$ cat src/rtl/aes_demux_pkg.sv
// Shared types and helpers for the aes128 word demultiplexer.
// Word k of a block sits in the slice starting at slice_lo(k), MSB-first.
package aes_demux_pkg;

    localparam int W_DEF     = 32;
    localparam int WORDS_DEF = 4;

    typedef enum logic {
        FILL = 1'b0,
        FULL = 1'b1
    } lane_state_t;

    function automatic int slice_lo(input int k,
                                    input int w     = W_DEF,
                                    input int words = WORDS_DEF);
        return w * (words - k - 1);
    endfunction

endpackage

$ cat src/rtl/aes_demux_lane.sv
// One output lane: packs words MSB-first into a block, then holds it until drained.
//   state | meaning
//   FILL  | accepting words, cnt = index of next word
//   FULL  | block complete, blk_valid high, no words accepted
module aes_demux_lane
    import aes_demux_pkg::*;
#(
    parameter int W     = W_DEF,
    parameter int WORDS = WORDS_DEF
) (
    input  logic               CLK,
    input  logic               RSTB,
    input  logic               wr_en,
    input  logic [W-1:0]       wr_data,
    output logic               full,
    output logic [W*WORDS-1:0] blk,
    output logic               blk_valid,
    input  logic               blk_ready
);

    localparam int CW = (WORDS > 1) ? $clog2(WORDS) : 1;
    localparam logic [CW-1:0] LAST = CW'(WORDS - 1);

    lane_state_t        state_q, state_d;
    logic [CW-1:0]      cnt_q, cnt_d;
    logic [W*WORDS-1:0] blk_q, blk_d;

    always_ff @(posedge CLK or negedge RSTB) begin
        if (!RSTB) begin
            state_q <= FILL;
            cnt_q   <= '0;
            blk_q   <= '0;
        end else begin
            state_q <= state_d;
            cnt_q   <= cnt_d;
            blk_q   <= blk_d;
        end
    end

    always_comb begin
        state_d = state_q;
        cnt_d   = cnt_q;
        blk_d   = blk_q;
        case (state_q)
            FILL: begin
                if (wr_en) begin
                    blk_d[slice_lo(int'(cnt_q), W, WORDS) +: W] = wr_data;
                    if (cnt_q == LAST) begin
                        cnt_d   = '0;
                        state_d = FULL;
                    end else begin
                        cnt_d = cnt_q + CW'(1);
                    end
                end
            end
            // No same-cycle bypass: a drained lane only reopens on the next edge.
            FULL: begin
                if (blk_ready) state_d = FILL;
            end
        endcase
    end

    assign full      = (state_q == FULL);
    assign blk_valid = (state_q == FULL);
    assign blk       = blk_q;

endmodule

$ cat src/rtl/aes_word_demux21.sv
// 1-to-2 word demultiplexer: S=0 words build OUT1 (plaintext), S=1 words build OUT2 (round key).
// Each lane stalls independently; IN_READY reflects only the lane picked by S.
module aes_word_demux21
    import aes_demux_pkg::*;
#(
    parameter int W     = W_DEF,
    parameter int WORDS = WORDS_DEF
) (
    input  logic               CLK,
    input  logic               RSTB,
    input  logic [W-1:0]       IN,
    input  logic               S,
    input  logic               IN_VALID,
    output logic               IN_READY,
    output logic [W*WORDS-1:0] OUT1,
    output logic               OUT1_VALID,
    input  logic               OUT1_READY,
    output logic [W*WORDS-1:0] OUT2,
    output logic               OUT2_VALID,
    input  logic               OUT2_READY
);

    logic full1, full2;
    logic wr1, wr2;

    assign IN_READY = S ? !full2 : !full1;

    // IN_VALID gates first so an undriven S while idle cannot reach either lane.
    assign wr1 = IN_VALID & ~S & ~full1;
    assign wr2 = IN_VALID &  S & ~full2;

    aes_demux_lane #(.W(W), .WORDS(WORDS)) u_lane1 (
        .CLK       (CLK),
        .RSTB      (RSTB),
        .wr_en     (wr1),
        .wr_data   (IN),
        .full      (full1),
        .blk       (OUT1),
        .blk_valid (OUT1_VALID),
        .blk_ready (OUT1_READY)
    );

    aes_demux_lane #(.W(W), .WORDS(WORDS)) u_lane2 (
        .CLK       (CLK),
        .RSTB      (RSTB),
        .wr_en     (wr2),
        .wr_data   (IN),
        .full      (full2),
        .blk       (OUT2),
        .blk_valid (OUT2_VALID),
        .blk_ready (OUT2_READY)
    );

endmodule
$ cat config.mk
export PLATFORM = sky130hd
export DESIGN_NAME = aes_word_demux21
export DESIGN_NICKNAME = d
export VERILOG_FILES = /design/src/rtl/aes_demux_pkg.sv /design/src/rtl/aes_demux_lane.sv /design/src/rtl/aes_word_demux21.sv
export SDC_FILE = /design/constraint.sdc
export NUM_CORES = 1
export LEC_CHECK = 0
export CELL_PAD_IN_SITES_DETAIL_PLACEMENT = 1
export CELL_PAD_IN_SITES_GLOBAL_PLACEMENT = 2
export CORE_MARGIN = 4
export CORE_UTILIZATION = 29
export CTS_CLUSTER_SIZE = 20
export DETAILED_ROUTE_END_ITERATION = 7
export PLACE_DENSITY = 0.78
export SYNTH_ARGS = -nofsm -noshare
export SYNTH_HDL_FRONTEND = slang
export SYNTH_HIERARCHICAL = 1
export SYNTH_SLANG_ARGS = --single-unit
$ cat constraint.sdc
create_clock -name CLK -period 2.55 [get_ports CLK]
set_clock_uncertainty 0.2 [all_clocks]
set_input_delay 0.3825 -clock CLK [delete_from_list [all_inputs] [get_ports CLK]]
set_output_delay 0.3825 -clock CLK [all_outputs]
set_load 0.02 [all_outputs]
[Word level (Yosys, flattened, before mapping)]
Index checks and enable logic that the tools add are counted.
Storage, ports and cells
  output and inout port bits: 259
  register bits: 262
  input port bits: 38
  logic and storage cells: 44
Cells by class
  reductions and logical operators: 4
  shifts and indexed selects: 4
  $add $sub $neg: 8
  eq/ne operators: 2
  mux-type cells: 13
  bitwise logic cells: 7
Operators with widths (number)
  bitwise mux 128 bit: 2
  variable shift 32 x 33 -> 128 bit (first input constant): 2
  variable part select 32 x 33 -> 128 bit: 2
  negation 32 -> 33 bit: 2
  subtractor 27 x 2 -> 27 bit (second input constant): 2
  subtractor 3 x 2 -> 4 bit (first input constant): 2
  two-way mux 1 bit: 7
  adder 2 x 1 -> 2 bit (second input constant): 2
  bitwise AND 1 bit: 4
  equality test 2 bit (second input constant): 2
  two-way mux 2 bit: 2
  one-hot mux 1 bit (2 select lines): 2
  AND reduction 2 bit: 2
  inverter 1 bit: 3
  logical NOT 1 bit: 2

[Depth between registers and ports, before layout]
Gate-level depths: netlist of run 1.
  depth after elaboration: 5
  depth in mapped cells: 10
  mapped depth without buffers: 4

[Hierarchy]
The synthesis of run 1 kept the hierarchy.
Modules (own cells, without submodules)
  aes_demux_lane at u_lane2: seq. area each 3278.1 um^2, cells each 509, instances 1, area each 6007.0 um^2
  aes_demux_lane at u_lane1: seq. area each 3278.1 um^2, cells each 484, instances 1, area each 5903.2 um^2
  aes_word_demux21: seq. area each 0.0 um^2, cells each 3, instances 1, area each 31.3 um^2

[Worst setup path before layout of run 1]
Ideal clock, no wire load.
  path type: reg2reg
  start: reg u_lane2.cnt_q[0]
  end: reg u_lane2.blk_q[65] (netlist: u_lane2/blk[65])
  setup time: 78 ps
  stages on the path, launching flop included: 11
  buffers on the path: 6
  data arrival time: 2264 ps
  setup slack: 8 ps
  data required time: 2272 ps
  path through: dfrtp_1 > buf_2 > buf_4 > clkbuf_1 > inv_1 > ha_1 > buf_2 > buf_2 > clkbuf_1 > nand4_1 > o2bb2ai_1
On the way
  word-level cells in the longest chain between the ends: 5
  elaborated cells on any way between the ends: 6
  classes of those cells: add/sub: 3; shift: 2; mux: 1
RTL lines
  start, declared: line aes_demux_lane.sv:25  | logic [CW-1:0] cnt_q, cnt_d;
  start signal, assigned: line aes_demux_lane.sv:35  | cnt_q <= cnt_d;
  subtractor 3 x 2 -> 4 bit (*): line aes_demux_pkg.sv:16  | return w * (words - k - 1);
  subtractor 27 x 2 -> 27 bit (*): line aes_demux_pkg.sv:16
  negation 32 -> 33 bit (*): line aes_demux_lane.sv:47  | blk_d[slice_lo(int'(cnt_q), W, WORDS) +: W] = wr_data;
  variable part select 32 x 33 -> 128 bit / variable shift 32 x 33 -> 128 bit (equally long branches): line aes_demux_lane.sv:47
  bitwise mux 128 bit (*): line aes_demux_lane.sv:47
  end signal, assigned: line aes_demux_lane.sv:36  | blk_q <= blk_d;
  end, declared: line aes_demux_lane.sv:26  | logic [W*WORDS-1:0] blk_q, blk_d;
Mark *: on every way between the ends. The rest lies on a longest branch, timed or not.
A chain may end at the register's enable or synchronous reset.

[Worst setup path after layout of run 1]
  start: reg u_lane1.state_q (netlist: u_lane1/blk_valid)
  end: out IN_READY
On the way
  word-level cells in the longest chain between the ends: 2
RTL lines
  start, declared: line aes_demux_lane.sv:24  | lane_state_t state_q, state_d;
  start signal, assigned: line aes_demux_lane.sv:34  | state_q <= state_d;
  logical NOT 1 bit: line aes_word_demux21.sv:26  | assign IN_READY = S ? !full2 : !full1;
  two-way mux 1 bit: line aes_word_demux21.sv:26
  end, declared: line aes_word_demux21.sv:14  | output logic IN_READY,
No other way between the ends.

==> results of run 1 <==
==> how the worst min path moves through the flow <==
stage	slack [ps]	from	cells after the start	end
after detailed placement	140	RSTB	1	u_lane1/blk[104]
after global routing	130	RSTB	2	u_lane1/blk[32]
final	140	RSTB	2	u_lane1/blk[7]
after floorplan	-110	RSTB	0	u_lane1/blk[0]
after CTS	120	RSTB	2	u_lane1/blk[32]
after global placement	130	RSTB	1	u_lane1/blk[110]
==> through the flow <==
stage / instance area (um2) / setup WS [ps] / std cells / hold slack, ps / util
2_1_floorplan: 11900 / 7.96 / 996 / -113 / -
3_3_place_gp: 15800 / 51.6 / 1786 / 131 / 0.389
3_5_place_dp: 15800 / 17.6 / 1786 / 141 / 0.389
4_1_cts: 16900 / 90.7 / 1843 / 123 / 0.415
5_1_grt: 16900 / 45.2 / 1843 / 133 / 0.415
6_report: 16900 / 146 / 1845 / 137 / 0.415
==> critical path, stage by stage, from the launching register on <==
cell and delay [ps]:
dfrtp_1 470, mux2i_1 170, clkdlybuf4s50_1 620
==> per-layer routing <==
layer	vias to the layer above	part of all wire	track usage
met1	5120	0.43	0.298
li1	4277	-	-
met4	0	0.031	0.0686
met5	-	0	0
met3	66	0.070	0.0450
met2	370	0.46	0.335
==> synth_stat cells, types with 4 or more instances <==
cell / number / area (um2)
and3b_1: 6 / 52.6
o32ai_1: 69 / 604
nand4_1: 31 / 194
nor4b_1: 42 / 368
clkbuf_1: 78 / 293
nand3_1: 17 / 85.1
o2bb2ai_1: 38 / 333
a32o_1: 49 / 490
inv_1: 78 / 293
nor2b_1: 34 / 213
buf_2: 30 / 150
dfrtp_1: 262 / 6560
nand3b_1: 6 / 45.0
mux2_1: 5 / 56.3
o2bb2ai_2: 10 / 150
buf_4: 4 / 30.0
ha_1: 10 / 125
nor4bb_1: 42 / 420
mux2_2: 86 / 968
nand2_1: 69 / 259
==> cell type report <==
cell class              count  area (um2)
repair buffers            378        3750
well taps                 532         666
inverters                  78         293
multi-input cells         537        4590
clock inverters            13         155
clock buffers              43         901
flip-flops and latches    262        6560
diodes                      2        5.00
fillers                  4350       23800
==> cell families (layout without fill, tap and decap cells) <==
| logic type | Yosys count | in the layout | synth area share |
|---|---|---|---|
| flops | 262 | 262 | 0.549 |
| buf+inv | 197 | 512 | 0.0692 |
| fa+ha+maj | 10 | 10 | 0.0105 |
| other cells | 0 | 2 | 0 |
| mux | 92 | 92 | 0.0867 |
| compound gates | 171 | 171 | 0.135 |
| simple gates | 264 | 264 | 0.150 |
==> cells in the final DEF, fill, tap and decap left out, types with 8 or more instances in the layout <==
cell             Yosys  layout
a32o_1              49      49
o2bb2ai_1           38      38
nor4bb_1            42      42
nand3_1             17      17
o2bb2ai_2           10      10
inv_1               78      78
nand2_1             69      69
clkdlybuf4s50_1      0     295
nor4b_1             42      42
buf_12               0      13
clkbuf_8             0       8
mux2_2              86      86
dfrtp_1            262     261
clkbuf_16            0      31
o32ai_1             69      69
nor2b_1             34      34
buf_4                4      68
nand4_1             31      31
==> power breakdown <==
part           leakage (nW)  internal, mW  switching [mW]
registers              3.55          5.80            1.24
logic                  2.91          5.24            6.73
clock network         0.515          2.76            1.82
==> state kept, by name, indices dropped and copies added, names as in the netlist <==
signal and cells:
u_lane2/cnt_q 2, u_lane1/blk 128, u_lane2/blk 128, u_lane2/blk_valid 1, u_lane1/cnt_q 2, u_lane1/blk_valid 1
==> repair_timing <==
item | 4_1_cts | 5_1_grt
hold buffers | 1 | 0
endpoints found under the hold margin | 141 | 0
setup buffers | 0 | 0
==> flow_summary.toml, run 1 <==
[sta]
setup_violations = 0
rsz0062_at_grt = "no"
fin_setup_tns_ps = 0
period_needed_ps = 2400
worst_slew_pin_slew_ps = 759
timing.final.crit_share = 0.943
slew_headroom = 0.492
hold_viol = 0
finalMaxSlewViolations = 0
fmax_mhz = 416

[clock_tree]
clk_pin_slew_ps = 60
htreeDepth = 1
clk_latency_ps = 560
cts_tree = "built"
clock_path_buffers = 3
cts_buffers = 30
clockRootBuffer = "clkbuf_16"
cts-resized-gates = 0
clock-sinks = 262

[worst_setup_path]
critPathRequiredTime_ps = 1970
cp_max_fo = 4
endpoint_kind = "output pin"
r2r_slack_ps = 180
criticalPathCategory = "register to output pin"
crit_path_start_kind = "register"
crit_start = "u_lane1/blk_valid"
reg2regPathDepth = 5
rr_endpoint = "u_lane2/blk[29]"
cp.arrival_ps = 1820
cp-endpoint = "IN_READY"
r2r-start = "u_lane2/cnt_q[0]"

[final_layout]
area.growth.synth_to_final_pct = 41.7
drive_above_1_share = 0.182
finalNetCount = 1335

[die]
die_h_um = 211
core-area_um2 = 40700
core.rowCount = 74
die-width_um = 211
dieArea_um2 = 44500
io_pins = 297
start_util = 0.293

[power_and_ir_drop]
vdd_drop_max_mv = 0.750
total_power_mw = 23.6
p_per_area_nw_per_um2 = 1390
p_leak_nw = 6.97

[drt]
vias = 9833
wl_per_cell_um = 26.5
via_per_inst = 5.33
drtAntennaViolNets = 0
wirelength_um = 48800
drt-pass1-iter-count = 5
drc = 0
dr.first_iter.drc_count = 596

[synthesis]
ys_seq_area_frac = 0.549
async_reset_ff_frac = 1.00
synthesis.nets = 1044
synth_area_per_cell_um2 = 12.0
netlist_area_um2 = 11900
synthFlopType = "dfrtp_1"
synthCells = 996
synth.distinct_cells = 37
yosys_warnings = 6
synth-seq-cells = 262
synth_edf_count = 0

[grt]
grt_use_total = 0.214
grt_overflow = 0
antenna_found_initial = 0
grt_pass1_wl_um = 72400
grt_max_degree = 75
grt_pass1_vias = 10700

[min_path]
hp-class = "input port to async pin"

[placement]
gp_congestion = 0.801
io_buffer_count = 296
dp_hpwl_um = 32600

[run_status]
status = "finished, final reports clean"

[flow_run]
cap_violations = 0
Power figures use the tool's default switching activity.
==> run 2: changes to the inputs <==
CELL_PAD_IN_SITES_DETAIL_PLACEMENT = 0   (was 1)
CELL_PAD_IN_SITES_GLOBAL_PLACEMENT = 1   (was 2)
CORE_UTILIZATION = 35   (was 29)
HOLD_SLACK_MARGIN = 0.02   (was unset)
PLACE_DENSITY = 0.77   (was 0.78)
==> run 2 against run 1 <==
  * Clock-buffer cell count increased by 1
  * Sequential share of layout area increased by 0.70 points
  * Critical path depth unchanged
  * Sequential power decreased by 1%
  * Final cell count decreased by 5.5%
  * Power decreased by 2.7%
  * Clock power decreased by 5.7%
  * Critical path type unchanged
  * Largest cell class unchanged
==> flow_summary.toml, run 2 (synthesis results as in run 1) <==
[worst_setup_path]
endpoint_kind = "output pin"
crit_start = "u_lane2/blk_valid"
crit_path_max_incr_delay_ps = 630
crit_path_start_kind = "register"
path_cells = "mux2i_1 > clkdlybuf4s50_1"
critPathRequiredTime_ps = 1970
r2r-start = "u_lane1/cnt_q[0]"
cp.arrival_ps = 1830
criticalPathCategory = "register to output pin"
slowest_stage = "clkdlybuf4s50_1"
cp_max_fo = 4

[final_layout]
area.growth.synth_to_final_pct = 39.2
final_area_um2 = 16600
fillers = 2994
fin_cells = 1744
layout_commonest_cell = "clkdlybuf4s50_1"
drive_above_1_share = 0.170
fin_util = 0.494
finalNetCount = 1319
final_cell_mix = "295 x clkdlybuf4s50_1, 261 x dfrtp_1, 86 x mux2_2"

[clock_tree]
clock-sinks = 262
clk_latency_ps = 550
postCtsSetupRepairBufs = 0
cts_buffers = 30
clockRootBuffer = "clkbuf_16"
htreeDepth = 1
clk_pin_slew_ps = 60
clock_path_buffers = 3
cts_tree = "built"

[grt]
antenna_found_initial = 2
grt_pass1_vias = 9861
grt_overflow = 0
grt_max_degree = 74
grt_use_total = 0.229
grt_pass1_wl_um = 64200

[power_and_ir_drop]
p_leak_nw = 6.86
total_power_mw = 23.0
p_int_mw = 13.5
switching_share = 0.410
p_comb_frac = 0.508
net-switching-power_mw = 9.42
p_per_area_nw_per_um2 = 1380
power_frac_seq = 0.303
vdd_drop_max_mv = 0.936
clkPwrFrac = 0.188

[placement]
place_ws_ps = 49.9
gp_congestion = 0.827
dpl.cell_count = 1686
dp_hpwl_um = 29300
placed_cell_area_um2 = 15600
io_buffer_count = 296

[sta]
worst_slew_pin_slew_ps = 1160
rsz0062_at_grt = "no"
fin_setup_tns_ps = 0
fmax_mhz = 415
timing.final.crit_share = 0.945
slew_headroom = 0.228
hold_viol = 0
finalMaxSlewViolations = 0
period_needed_ps = 2410
fin_hold_ws_ps = 139
setup_violations = 0
postLayoutSetupSlackWorst_ps = 140

[drt]
drc = 0
drt-pass1-iter-count = 5
wirelength_um = 43800
dr.first_iter.drc_count = 798
drtAntennaViolNets = 0
vias = 9775
via_per_inst = 5.60
wl_per_cell_um = 25.1

[die]
start_util = 0.355
core.rowCount = 67
die_h_um = 193
core-area_um2 = 33600
dieArea_um2 = 37100
die-width_um = 193
io_pins = 297

[flow_run]
cap_violations = 0

[run_status]
status = "finished, final reports clean"

[min_path]
hp-class = "input port to async pin"
==> run 2: cell count changes in the layout (fill, tap and decap cells not counted), sizes merged <==
cell,delta
clkinv,+1
clkbuf,+1
bufinv,-1
inv,-1
buf,-16
clkinvlp,-1
==> run 2: path summary, 6_finish.rpt <==
path / to / slack (ps) / depth (start not counted)
min in group CLK: u_lane2/blk_valid / 250 / 3
worst min register to register: u_lane2/blk[68] / 290 / 1
worst max register to register: u_lane1/blk[8] / 210 / 3
worst max-delay path: IN_READY / 140 / 2
worst min-delay path: u_lane2/blk[9] / 140 / 2
max in group asynchronous: u_lane2/cnt_q[0] / 1280 / 3
==> run 2: power by group through the flow <==
stage	logic, mW	clock network [mW]	registers, mW
after floorplan	4.53	0	8.69
after global placement	11.6	0	7.00
after detailed placement	11.7	0	7.00
after CTS	11.7	4.43	6.98
after global routing	12.4	4.60	7.16
final	11.7	4.32	6.96
==> run 2: final cells by class <==
type / count / area [um2] / share of cell area
Clock buffer: 44 / 885 / 0.0532
Antenna cell: 2 / 5.00 / 0.000301
Multi-Input combinational cell: 537 / 4570 / 0.275
Sequential cell: 262 / 6560 / 0.395
Timing Repair Buffer: 362 / 3630 / 0.218
Clock inverter: 11 / 114 / 0.00685
Tap cell: 448 / 561 / 0.0337
Inverter: 78 / 293 / 0.0176
==> run 2: critical path, delay by kind of cell (launching register included) <==
kind,cells,cell delay (ps)
DFF,1,460
muxes,1,190
buffers and inverters,1,630
==> run 2: what timing repair did <==
action / CTS / global route
setup endpoints to repair: 0 / 0
resized for setup: 0 / 0
endpoints found under the hold margin: 262 / 0
hold buffers: 1 / 0
==> run 2: metal layers <==
metal,global-route usage,wire [um],up-vias
met2,0.364,20500,465
met1,0.313,18100,4975
met3,0.0514,3950,84
met5,0,13,-
li1,-,-,4249
met4,0.0694,1370,2
